<file path="src/rtl/float2int_pipe.sv">
// Pipelined IEEE-754 single-precision to signed fixed-point converter with valid/ready flow control.
// Define FLOAT2INT_RNE_EN for round-to-nearest-even; otherwise the magnitude truncates toward zero.
module float2int_pipe #(
  parameter int MAN   = 23,
  parameter int EXP   = 8,
  parameter int OUT_W = 23,
  parameter int FRAC  = 0
) (
  input  logic                    clk,
  input  logic                    rst,
  input  logic                    in_valid,
  output logic                    in_ready,
  input  logic [MAN+EXP:0]        f_in,
  output logic                    out_valid,
  input  logic                    out_ready,
  output logic signed [OUT_W-1:0] q_out,
  output logic                    sat_flag,
  output logic                    nan_flag,
  output logic [15:0]             sat_count
);

  localparam int BIAS = 2 ** (EXP - 1) - 1;
  localparam int WW   = OUT_W + MAN + 1;

  localparam logic [OUT_W:0]   POS_LIM = {2'b00, {(OUT_W-1){1'b1}}};
  localparam logic [OUT_W:0]   NEG_LIM = {2'b01, {(OUT_W-1){1'b0}}};
  localparam logic [OUT_W-1:0] Q_MAX   = {1'b0, {(OUT_W-1){1'b1}}};
  localparam logic [OUT_W-1:0] Q_MIN   = {1'b1, {(OUT_W-1){1'b0}}};

  typedef enum logic [1:0] {
    CLS_NORM,
    CLS_ZERO,
    CLS_INF,
    CLS_NAN
  } cls_e;

  logic en;

  // Stage 1: unpack
  logic           f_sign;
  logic [EXP-1:0] f_exp;
  logic [MAN-1:0] f_man;
  cls_e           f_cls;

  logic           s1_valid;
  logic           s1_sign;
  logic [EXP-1:0] s1_exp;
  logic [MAN:0]   s1_mant;
  cls_e           s1_cls;

  // Stage 2: align
  int             shift;
  logic [WW-1:0]  al_wide;
  logic           al_ovf;

  logic             s2_valid;
  logic             s2_sign;
  cls_e             s2_cls;
  logic [OUT_W-1:0] s2_mag;
  logic             s2_ovf;

  // Stage 3: round
  logic [OUT_W:0] rnd_mag;

  logic           s3_valid;
  logic           s3_sign;
  cls_e           s3_cls;
  logic [OUT_W:0] s3_mag;
  logic           s3_ovf;

  // Output: sign and saturate
  logic signed [OUT_W-1:0] res_q;
  logic                    res_sat;
  logic                    res_nan;

`ifdef FLOAT2INT_RNE_EN
  logic         al_guard;
  logic         al_sticky;
  logic [MAN:0] guard_mask;
  logic [MAN:0] low_mask;
  logic         s2_guard;
  logic         s2_sticky;
  logic         round_up;
`endif

  // The whole pipe moves in lock-step; a stalled output freezes every stage.
  assign en       = ~out_valid | out_ready;
  assign in_ready = en;

  assign f_sign = f_in[MAN+EXP];
  assign f_exp  = f_in[MAN+EXP-1:MAN];
  assign f_man  = f_in[MAN-1:0];

  // NOTE: every always_comb output gets a default first so no path leaves it unassigned (no latch).
  always_comb begin
    f_cls = CLS_NORM;
    if (f_exp == '0) begin
      f_cls = CLS_ZERO;
    end else if (&f_exp) begin
      f_cls = (f_man == '0) ? CLS_INF : CLS_NAN;
    end
  end

  // Align the 1.mantissa to the output LSB; the right-shift path also yields rounding bits.
  always_comb begin
    shift   = int'(s1_exp) - BIAS - MAN + FRAC;
    al_wide = '0;
    al_ovf  = 1'b0;
`ifdef FLOAT2INT_RNE_EN
    al_guard   = 1'b0;
    al_sticky  = 1'b0;
    guard_mask = '0;
    low_mask   = '0;
`endif
    if (shift >= 0) begin
      if (shift >= OUT_W - MAN) begin
        al_ovf = 1'b1;
      end else begin
        al_wide = WW'(s1_mant) << shift;
      end
    end else if (-shift > MAN + 2) begin
`ifdef FLOAT2INT_RNE_EN
      al_sticky = |s1_mant;
`endif
    end else begin
      al_wide = WW'(s1_mant >> (-shift));
      al_ovf  = |al_wide[WW-1:OUT_W];
`ifdef FLOAT2INT_RNE_EN
      // Guard is the first bit shifted out; sticky ORs everything below it.
      guard_mask = ({(MAN+1){1'b1}} << (-shift - 1)) ^ ({(MAN+1){1'b1}} << (-shift));
      low_mask   = ~({(MAN+1){1'b1}} << (-shift - 1));
      al_guard   = |(s1_mant & guard_mask);
      al_sticky  = |(s1_mant & low_mask);
`endif
    end
  end

`ifdef FLOAT2INT_RNE_EN
  assign round_up = s2_guard & (s2_sticky | s2_mag[0]);
  assign rnd_mag  = {1'b0, s2_mag} + {{OUT_W{1'b0}}, round_up};
`else
  assign rnd_mag  = {1'b0, s2_mag};
`endif

  // A carry out of rounding shows up as a magnitude beyond the limits and saturates like any other.
  always_comb begin
    res_q   = '0;
    res_sat = 1'b0;
    res_nan = 1'b0;
    case (s3_cls)
      CLS_ZERO: res_q = '0;
      CLS_NAN:  res_nan = 1'b1;
      CLS_INF: begin
        res_sat = 1'b1;
        res_q   = s3_sign ? Q_MIN : Q_MAX;
      end
      default: begin
        if (!s3_sign) begin
          if (s3_ovf || s3_mag > POS_LIM) begin
            res_sat = 1'b1;
            res_q   = Q_MAX;
          end else begin
            res_q = s3_mag[OUT_W-1:0];
          end
        end else begin
          if (s3_ovf || s3_mag > NEG_LIM) begin
            res_sat = 1'b1;
            res_q   = Q_MIN;
          end else begin
            res_q = -$signed(s3_mag[OUT_W-1:0]);
          end
        end
      end
    endcase
  end

  // NOTE: sequential state uses non-blocking assignments so every stage samples pre-edge values.
  always_ff @(posedge clk or posedge rst) begin
    if (rst) begin
      s1_valid  <= 1'b0;
      s2_valid  <= 1'b0;
      s3_valid  <= 1'b0;
      out_valid <= 1'b0;
      q_out     <= '0;
      sat_flag  <= 1'b0;
      nan_flag  <= 1'b0;
    end else if (en) begin
      s1_valid  <= in_valid;
      s2_valid  <= s1_valid;
      s3_valid  <= s2_valid;
      out_valid <= s3_valid;
      if (s3_valid) begin
        q_out    <= res_q;
        sat_flag <= res_sat;
        nan_flag <= res_nan;
      end
    end
  end

  // NOTE: datapath registers carry no reset; the valid bits alone decide whether their contents matter.
  always_ff @(posedge clk) begin
    if (en) begin
      s1_sign <= f_sign;
      s1_exp  <= f_exp;
      s1_mant <= {1'b1, f_man};
      s1_cls  <= f_cls;

      s2_sign <= s1_sign;
      s2_cls  <= s1_cls;
      s2_mag  <= al_wide[OUT_W-1:0];
      s2_ovf  <= al_ovf;
`ifdef FLOAT2INT_RNE_EN
      s2_guard  <= al_guard;
      s2_sticky <= al_sticky;
`endif

      s3_sign <= s2_sign;
      s3_cls  <= s2_cls;
      s3_mag  <= rnd_mag;
      s3_ovf  <= s2_ovf;
    end
  end

  always_ff @(posedge clk or posedge rst) begin
    if (rst) begin
      sat_count <= '0;
    end else if (out_valid && out_ready && sat_flag && sat_count != 16'hFFFF) begin
      sat_count <= sat_count + 16'd1;
    end
  end

endmodule

</file>
<file path="config.mk">
export PLATFORM = sky130hd
export DESIGN_NAME = float2int_pipe
export DESIGN_NICKNAME = d
export VERILOG_FILES = /design/src/rtl/float2int_pipe.sv
export SDC_FILE = /design/constraint.sdc
export NUM_CORES = 1
export LEC_CHECK = 0
export ABC_AREA = 0
export CAP_MARGIN = 20
export CORE_MARGIN = 5
export CORE_UTILIZATION = 28
export CTS_BUF_LIST = sky130_fd_sc_hd__clkbuf_8
export CTS_CLUSTER_SIZE = 12
export DETAILED_ROUTE_END_ITERATION = 6
export GPL_ROUTABILITY_DRIVEN = 0
export PLACE_DENSITY = 0.47
export SYNTH_ARGS = -nofsm -noshare
export SYNTH_HDL_FRONTEND = slang
export SYNTH_SLANG_ARGS = --single-unit
</file>
<file path="constraint.sdc">
create_clock -name clk -period 5.95 [get_ports clk]
set_input_delay 1.785 -clock clk [delete_from_list [all_inputs] [get_ports clk]]
set_output_delay 1.785 -clock clk [all_outputs]
set_load 0.02 [all_outputs]
</file>
==> results of run 1 <==
[power by group]
group	total, W	switching (W)	internal (W)	leakage [nW]
sequential	0.00154	0.000238	0.00130	1.48
combinational	0.00174	0.00103	0.000718	1.51
clock	0.000748	0.000431	0.000317	0.201
[worst paths after layout]
check / from / to / slack (ns)
min: s2_mag[11]$_SDFFCE_PP0N_ / s3_mag[11]$_DFFE_PN_ / 0.42
max in group asynchronous: rst / s3_valid$_DFFE_PP0N_ / 3.80
min reg2reg: s2_mag[11]$_SDFFCE_PP0N_ / s3_mag[11]$_DFFE_PN_ / 0.42
max: out_ready / in_ready / 1.07
min in group asynchronous: rst / q_out[8]$_DFFE_PP0P_ / 1.66
max reg2reg: s1_exp[0]$_DFFE_PN_ / s2_mag[11]$_SDFFCE_PP0N_ / 1.20
[through the flow]
| stage | cell area [sq um] | worst slack, ns | total power [W] | instances |
|---|---|---|---|---|
| after floorplan | 7310 | 1.01 | 0.00270 | 685 |
| after global routing | 8890 | 0.642 | 0.00435 | 1110 |
| after detailed placement | 8480 | 1.04 | 0.00332 | 1077 |
| after CTS | 8870 | 1.03 | 0.00408 | 1109 |
| after global placement | 8480 | 1.03 | 0.00333 | 1077 |
| final | 8890 | 1.07 | 0.00403 | 1110 |
[Yosys cell counts (15+ instances only)]
| cell | count | area share, % |
|---|---|---|
| clkbuf_1 | 24 | 1.2 |
| ha_1 | 15 | 2.6 |
| dfrtp_1 | 45 | 15 |
| a21oi_1 | 23 | 1.6 |
| o21ai_0 | 31 | 2.1 |
| xnor2_1 | 19 | 2.3 |
| nor2_1 | 40 | 2.1 |
| nand3_1 | 18 | 1.2 |
| edfxtp_1 | 88 | 36 |
| nand2_1 | 98 | 5.0 |
| nor3_1 | 22 | 1.5 |
| a31oi_1 | 22 | 1.9 |
| nor4_1 | 24 | 2.1 |
[flip-flops by register name, indices dropped and copies added, names as in the netlist, 2 cells and up]
register   cells
s2_mag        23
s1_mant       23
q_out         23
sat_count     16
s3_mag        23
s1_cls         2
s2_cls         2
s3_cls         2
s1_exp         8
[area by class of cell]
| type | instances | area (sq um) | share of cell area (%) |
|---|---|---|---|
| Sequential cell | 133 | 3770 | 42.4 |
| Multi-Input combinational cell | 505 | 3360 | 37.8 |
| Timing Repair Buffer | 93 | 906 | 10.2 |
| Tap cell | 335 | 419 | 4.71 |
| Clock buffer | 17 | 234 | 2.63 |
| Clock inverter | 15 | 159 | 1.79 |
| Inverter | 12 | 45.0 | 0.506 |
[kinds of logic (layout without fill, tap and decap cells)]
group,after synthesis,in the layout,synth area share [%]
AND/OR/NAND/NOR,284,284,20.2
AO/OA/AOI/OAI,144,144,12.9
flip-flops,133,133,51.5
buffers and inverters,47,137,2.79
multiplexers,32,32,6.48
XOR/XNOR,30,30,3.59
adder cells (fa/ha/maj),15,15,2.57
[cells in the final DEF (no fill, tap or decap), types with 4 or more instances in the layout]
cell,synthesis,routed
a211oi_1,10,10
clkbuf_8,0,17
nand3_1,18,18
o21ai_1,11,11
mux2_2,9,9
nor2_1,40,40
o21ai_0,31,31
inv_8,0,5
dfrtp_1,45,45
mux2i_1,10,10
nor4_1,24,24
xor2_1,11,10
o31ai_1,5,5
a311oi_1,4,4
nand4b_1,4,4
nand3b_1,10,10
mux4_2,11,11
inv_1,12,11
clkdlybuf4s50_1,0,78
ha_1,15,15
buf_4,1,14
nand2_1,98,98
inv_6,0,5
a21oi_1,23,23
nand4_1,13,13
a21o_1,5,5
a31oi_1,22,22
and3_1,8,8
or3_1,13,13
nor3_1,22,22
nor2b_1,4,4
nor3b_1,4,4
o211ai_1,5,5
xnor2_1,19,18
edfxtp_1,88,88
[worst register-to-register path, stage by stage, from the launching register on]
cell and delay [ns]:
edfxtp_1 0.40, inv_1 0.22, ha_1 0.28, buf_4 0.26, or3_1 0.34, o22ai_1 0.28
a21boi_0 0.16, o21ai_0 0.30, nand2_1 0.08, nor2_1 0.35, nand3_1 0.13, ha_1 0.29
nor4b_1 0.22, nand3_1 0.11, a31oi_1 0.14, o21ai_0 0.09, nand4b_1 0.17, buf_4 0.23
a2111oi_0 0.44
[per-layer routing]
layer  wire length (microns)  track usage [%]  vias to the layer above  part of all wire (%)
li1                        -                -                     2765                     -
met1                    8260             16.7                     2534                    48
met2                    7700             18.7                      133                    45
met3                    1030             2.76                       16                   6.0
met4                     257             3.96                        0                   1.5
met5                       0                0                        -                     0
==> out/metrics.cfg, run 1 <==
[routing]
drt_first_pass_iters = 5
dr.first_iter.drc_count = 374
post_drt_via_cell_ratio = 4.91
wl_microns = 17200
avgRoutedWirePerCell_microns = 15.5
drc = 0
vias = 5448
ant_nets = 0

[worst_setup_path]
crit_fanout = 3
path_cells = clkdlybuf4s50_1 -> nand2b_4 -> clkdlybuf4s50_1
cp_top_family = buffers and inverters
required_ns = 4.16
crit_slowest_cell = clkdlybuf4s50_1
cp.depth = 3
critical-path-max-stage-delay_ns = 0.63
worst-path-buf-inv = 2
cp-start-kind = input pin
reg2reg_depth = 18
arrival_ns = 3.09
end_kind = output pin
path_class = input pin to output pin
path_common_cell = clkdlybuf4s50_1

[cts]
clockRootBuffer = clkbuf_8
cts_hold_buf = 0
clockBufferDepth = 2
tritoncts = built
cts_resized = 0
post-cts-setup-buffers = 0
htree_num_levels = 4
cts_sinks = 133
insertion_delay_ns = 0.46
clk_pin_slew_worst_paths_ns = 0.08
numCtsBuffers = 17

[grt]
grt.total_usage_pct = 12.1
gr-total-overflow = 0
grt_pass1_wl_microns = 28700
grt_pass1_vias = 5374
antenna_found_initial = 0
grt_max_degree = 59

[timing]
setup_tns_ns = 0
post-route-period-util_pct = 82.0
maxSlewHeadroom_pct = 39.3
period_needed_ns = 4.88
report.final.slew_viol_count = 0
hold_viol_final = 0
setup_viol = 0
fin_skew_ns = 0.0248
rsz0062_at_grt = false
worstMarginPinSlew_ns = 0.905
fmax_mhz = 205
whs_ns = 0.419

[logic_synthesis]
yosys_register_bits = 133
yosysUniqueCellTypes = 70
async_flop_share_pct = 33.8
synth_nets = 736
synth-edff-count = 88
yosysWarnings = 0
synth.avg_cell_area_sq_um = 10.7
syn_area_sq_um = 7310
synth_flop_cell = edfxtp_1
ys_seq_area_share_pct = 51.5
syn_inst = 685

[die]
row_count = 59
fp.dieW_microns = 172
placeableCoreArea_sq_um = 25900
start_util_pct = 28.2
die_area_sq_um = 29500
die_height_microns = 172
ios = 79

[finish]
drive_gt1_share_pct = 10.7
area_delta_synth_final_pct = 21.6
n_antenna_cell = 0
utilization_pct = 34.3
fillerInstances = 2606
nets = 813

[pwr]
power_density_nw_per_um2 = 453
leakage_nw = 3.19
max-vdd-ir-drop_mv = 0.175

[hold_path]
holdPathStages = 0
hold_path_class = flop to flop

[run_status]
outcome = finished clean

[job]
maxCapViolCount = 0

[place]
post-dp-hpwl_microns = 12700
place.port_buffers = 78

No activity file was read; power rests on OpenSTA's default activity.
==> run 2: changes to the inputs <==
- clock period: 5.95 -> 4.1 ns (I/O delays scaled with it)
==> out/metrics.cfg, run 2 (synthesis gave the netlist of run 1 again) <==
[run_status]
outcome = finished clean

[finish]
nets = 826
utilization_pct = 35.0
stdcell_count = 1123
area_delta_synth_final_pct = 24.2
drive_gt1_share_pct = 13.2
mostFrequentLayoutCells = nand2_1 (98), edfxtp_1 (88), clkdlybuf4s50_1 (78), dfrtp_1 (45), nor2_1 (39)
n_antenna_cell = 0
mostFrequentLayoutCell = nand2_1

[timing]
worstMarginPinSlew_ns = 0.967
setup_viol = 0
report.final.slew_viol_count = 0
setup_tns_ns = 0
fin_skew_ns = 0.0157
fmax_mhz = 260
period_needed_ns = 3.85
maxSlewHeadroom_pct = 35.3
hold_viol_final = 0
post-route-period-util_pct = 93.8
rsz0062_at_grt = true

[cts]
numCtsBuffers = 17
clockBufferDepth = 2
insertion_delay_ns = 0.45
tritoncts = built
clockRootBuffer = clkbuf_8
htree_num_levels = 4
clk_pin_slew_worst_paths_ns = 0.08
cts_sinks = 133
cts_hold_buf = 0

[worst_setup_path]
end_kind = flop
arrival_ns = 4.11
cp-start-kind = flop
path_class = flop to flop
crit_fanout = 22
required_ns = 4.36
reg2reg_depth = 17

[hold_path]
hold_path_class = flop to flop
holdPathStages = 0

[grt]
grtUsageMet1_pct = 17.0
grt_max_degree = 95
gr-total-overflow = 0
grt.total_usage_pct = 12.1
grt_pass1_vias = 5373
busiest_layer = met2
antenna_found_initial = 0
grt_pass1_wl_microns = 28700
use_met3_pct = 2.69
grt_use_met2_pct = 19.1

[routing]
dr.first_iter.drc_count = 340
drc = 0
avgRoutedWirePerCell_microns = 15.7
post_drt_via_cell_ratio = 5.02
wl_microns = 17700
drt_first_pass_iters = 5
ant_nets = 0
vias = 5638

[die]
row_count = 59
ios = 79
die_height_microns = 172
placeableCoreArea_sq_um = 25900
fp.dieW_microns = 172
start_util_pct = 28.2
die_area_sq_um = 29500

[place]
place.port_buffers = 78
post-place-cells = 1088
post-dp-hpwl_microns = 12800

[pwr]
leakage_nw = 3.28
power_density_nw_per_um2 = 654
max-vdd-ir-drop_mv = 0.281

[job]
maxCapViolCount = 0

## run 2: worst paths after layout
| check | from | to | slack (ns) |
|---|---|---|---|
| worst min-delay path | s2_mag[5]$_SDFFCE_PP0N_ | s3_mag[5]$_DFFE_PN_ | 0.41 |
| min in group asynchronous | rst | sat_count[3]$_DFFE_PP0P_ | 1.10 |
| worst max register to register | s1_exp[0]$_DFFE_PN_ | s2_mag[18]$_SDFFCE_PP0N_ | 0.25 |
| worst max-delay path | s1_exp[0]$_DFFE_PN_ | s2_mag[18]$_SDFFCE_PP0N_ | 0.25 |
| max in group asynchronous | rst | q_out[20]$_DFFE_PP0P_ | 2.51 |
| worst min register to register | s2_mag[5]$_SDFFCE_PP0N_ | s3_mag[5]$_DFFE_PN_ | 0.41 |
## run 2: final cells by class
| cell class | count | area [sq um] |
|---|---|---|
| clock buffers | 19 | 262 |
| clock inverters | 13 | 105 |
| fillers | 2632 | 16800 |
| inverters | 12 | 45.0 |
| multi-input cells | 505 | 3450 |
| flip-flops and latches | 133 | 3770 |
| well taps | 335 | 419 |
| repair buffers | 106 | 1030 |
## run 2: worst max-delay path: stages (launching register included)
cell,delay (ns)
edfxtp_1,0.43
inv_1,0.11
ha_1,0.25
or3_1,0.36
o22ai_4,0.16
a21boi_1,0.11
o21ai_1,0.23
nand2_1,0.13
nor2_4,0.18
nand3_1,0.11
ha_1,0.29
nor4b_1,0.25
nand3_1,0.10
a31oi_1,0.14
o21ai_0,0.09
nand4b_1,0.22
buf_6,0.21
nor4_1,0.29
## run 2: metrics by stage
stage               setup slack [ns]  hold slack (ns)  instance area [sq um]  total power [W]
floorplan                     0.0133            0.400                   7330          0.00391
global placement               0.211            0.403                   8590          0.00488
detailed placement             0.128            0.405                   8590          0.00487
CTS                           0.0836            0.409                   8950          0.00592
global route                -0.00632            0.411                   9080          0.00636
finish                         0.252            0.409                   9080          0.00594
## run 2: layer usage
metal	up-vias	routed length (microns)	share of wire (%)
met5	-	0	0
met1	2711	8630	49
met4	0	161	0.91
met3	10	797	4.5
met2	121	8060	46
li1	2796	-	-
## run 2: timing repair
action | in CTS | in global routing
buffers inserted | 0 | 1
endpoints found under the setup margin | 0 | 24
gates resized for setup | 0 | 15
## run 2: report_power, final
group / leakage [nW] / switching (W) / total (W) / internal, W
Clock: 0.200 / 0.000528 / 0.00104 / 0.000508
Combinational: 1.60 / 0.00156 / 0.00267 / 0.00112
Sequential: 1.48 / 0.000334 / 0.00222 / 0.00189
Total: 3.28 / 0.00242 / 0.00594 / 0.00352
==> run 3: changes to the inputs <==
- CTS_CLUSTER_DIAMETER: unset -> 30
- SETUP_SLACK_MARGIN: unset -> 0.3
==> out/metrics.cfg, run 3 (synthesis gave the netlist of run 1 again) <==
[die]
fp.dieW_microns = 172
die_area_sq_um = 29500
die_height_microns = 172
row_count = 59
ios = 79
placeableCoreArea_sq_um = 25900
start_util_pct = 28.2

[timing]
period_needed_ns = 3.78
post-route-period-util_pct = 92.3
whs_ns = 0.413
setup_viol = 0
report.final.slew_viol_count = 0
fin_skew_ns = 0.0156
maxSlewHeadroom_pct = 43.3
fmax_mhz = 264
setup_tns_ns = 0
hold_viol_final = 0
rsz0062_at_grt = true
worstMarginPinSlew_ns = 0.846

[routing]
vias = 5570
drc = 0
post_drt_via_cell_ratio = 4.99
avgRoutedWirePerCell_microns = 15.6
dr.first_iter.drc_count = 330
wl_microns = 17400
ant_nets = 0
drt_first_pass_iters = 5

[finish]
design_area_sq_um = 9130
multi_input_area_sq_um = 3530
n_antenna_cell = 0
stdcell_count = 1117
area_delta_synth_final_pct = 24.9
mostFrequentLayoutCells = nand2_1 (97), edfxtp_1 (88), clkdlybuf4s50_1 (77), dfrtp_1 (45), nor2_1 (39)
fillerInstances = 2616
mostFrequentLayoutCell = nand2_1
drive_gt1_share_pct = 14.5
utilization_pct = 35.2
nets = 820
ff_latch_area_sq_um = 3770

[worst_setup_path]
reg2reg_depth = 17
rr_endpoint = s2_mag[9]$_SDFFCE_PP0N_
end_kind = flop
arrival_ns = 4.00
critical-path-max-stage-delay_ns = 0.52
rrSetupSlack_ns = 0.32
timing.critical_path.to = s2_mag[9]$_SDFFCE_PP0N_
crit_fanout = 24
rr_startpoint = s1_exp[0]$_DFFE_PN_
cp-start-kind = flop
critPathLaunch = s1_exp[0]$_DFFE_PN_
crit_slowest_cell = edfxtp_1
required_ns = 4.32
path_class = flop to flop
path_common_cell = ha_4
path_cells = inv_8 -> ha_4 -> or3_1 -> o22ai_4 -> a21boi_1 -> o21ai_2 -> nand2_2 -> nor2_4 -> nand3_2 -> ha_4 -> nor4b_2 -> nand3_1 -> a31oi_1 -> o21ai_1 -> nand4b_1 -> buf_6 -> nor4_1

[place]
post-place-cells = 1082
place.port_buffers = 78
place_area_sq_um = 8580
post-dp-hpwl_microns = 12700

[grt]
grt.total_usage_pct = 12.1
grt_max_degree = 56
grt_pass1_wl_microns = 28700
gr-total-overflow = 0
antenna_found_initial = 0
grt_pass1_vias = 5369

[run_status]
outcome = finished clean

[cts]
clockBufferDepth = 2
cts_sinks = 133
clk_pin_slew_worst_paths_ns = 0.08
clockRootBuffer = clkbuf_8
numCtsBuffers = 17
insertion_delay_ns = 0.44
cts_hold_buf = 0
htree_num_levels = 4
tritoncts = built

[pwr]
power_density_nw_per_um2 = 657
leakage_nw = 3.27
max-vdd-ir-drop_mv = 0.317

[job]
maxCapViolCount = 0

[hold_path]
hold_path_class = flop to flop

==> run 3: layer usage <==
| layer | GRT usage, % | wire length [microns] | up-vias |
|---|---|---|---|
| met1 | 17.4 | 8560 | 2641 |
| met5 | 0 | 0 | - |
| met3 | 2.78 | 880 | 18 |
| met2 | 18.2 | 7760 | 130 |
| met4 | 3.41 | 248 | 0 |
| li1 | - | - | 2781 |
==> run 3: repair_timing <==
item | in CTS | in global routing
endpoints found under the setup margin | 20 | 24
pin swaps | 2 | 3
resized for setup | 14 | 11
setup buffers | 0 | 2
==> run 3: worst max-delay path: cells and delay by family (launching register included) <==
family	cells	cell delay, ns
DFF	1	0.52
AOI/OAI and AO/OA	5	0.68
and+or+nand+nor	8	1.59
adders and majority gates	2	0.47
buffers and inverters	2	0.31
==> run 3: area by class of cell <==
type,count,share of cell area (%)
clock inverter,14,1.60
multi-input combinational,505,38.6
inverter,12,0.575
clock buffer,18,2.71
timing repair buffer,100,10.6
tap,335,4.59
sequential,133,41.3
==> run 3: per-stage QoR <==
stage | power (W) | worst slack [ns]
finish | 0.00600 | 0.316
global route | 0.00644 | 0.0496
CTS | 0.00603 | 0.302
detailed placement | 0.00487 | 0.129
global placement | 0.00487 | 0.214
floorplan | 0.00394 | 0.218
==> run 3: worst min path at each step <==
stage	startpoint	endpoint	slack [ns]	depth (start not counted)
3_5_place_dp	s2_mag[11]$_SDFFCE_PP0N_	s3_mag[11]$_DFFE_PN_	0.40	0
6_report	s2_mag[11]$_SDFFCE_PP0N_	s3_mag[11]$_DFFE_PN_	0.41	0
5_1_grt	s2_mag[11]$_SDFFCE_PP0N_	s3_mag[11]$_DFFE_PN_	0.42	0
2_1_floorplan	s1_cls[0]$_SDFFCE_PP1N_	s2_cls[0]$_DFFE_PN_	0.40	0
3_3_place_gp	s2_mag[17]$_SDFFCE_PP0N_	s3_mag[17]$_DFFE_PN_	0.40	0
4_1_cts	s2_mag[11]$_SDFFCE_PP0N_	s3_mag[11]$_DFFE_PN_	0.41	0
==> run 3: where the power goes <==
group	switching, W	internal, W	total [W]
Sequential	0.000340	0.00189	0.00223
Combinational	0.00156	0.00110	0.00266
Clock	0.000544	0.000565	0.00111
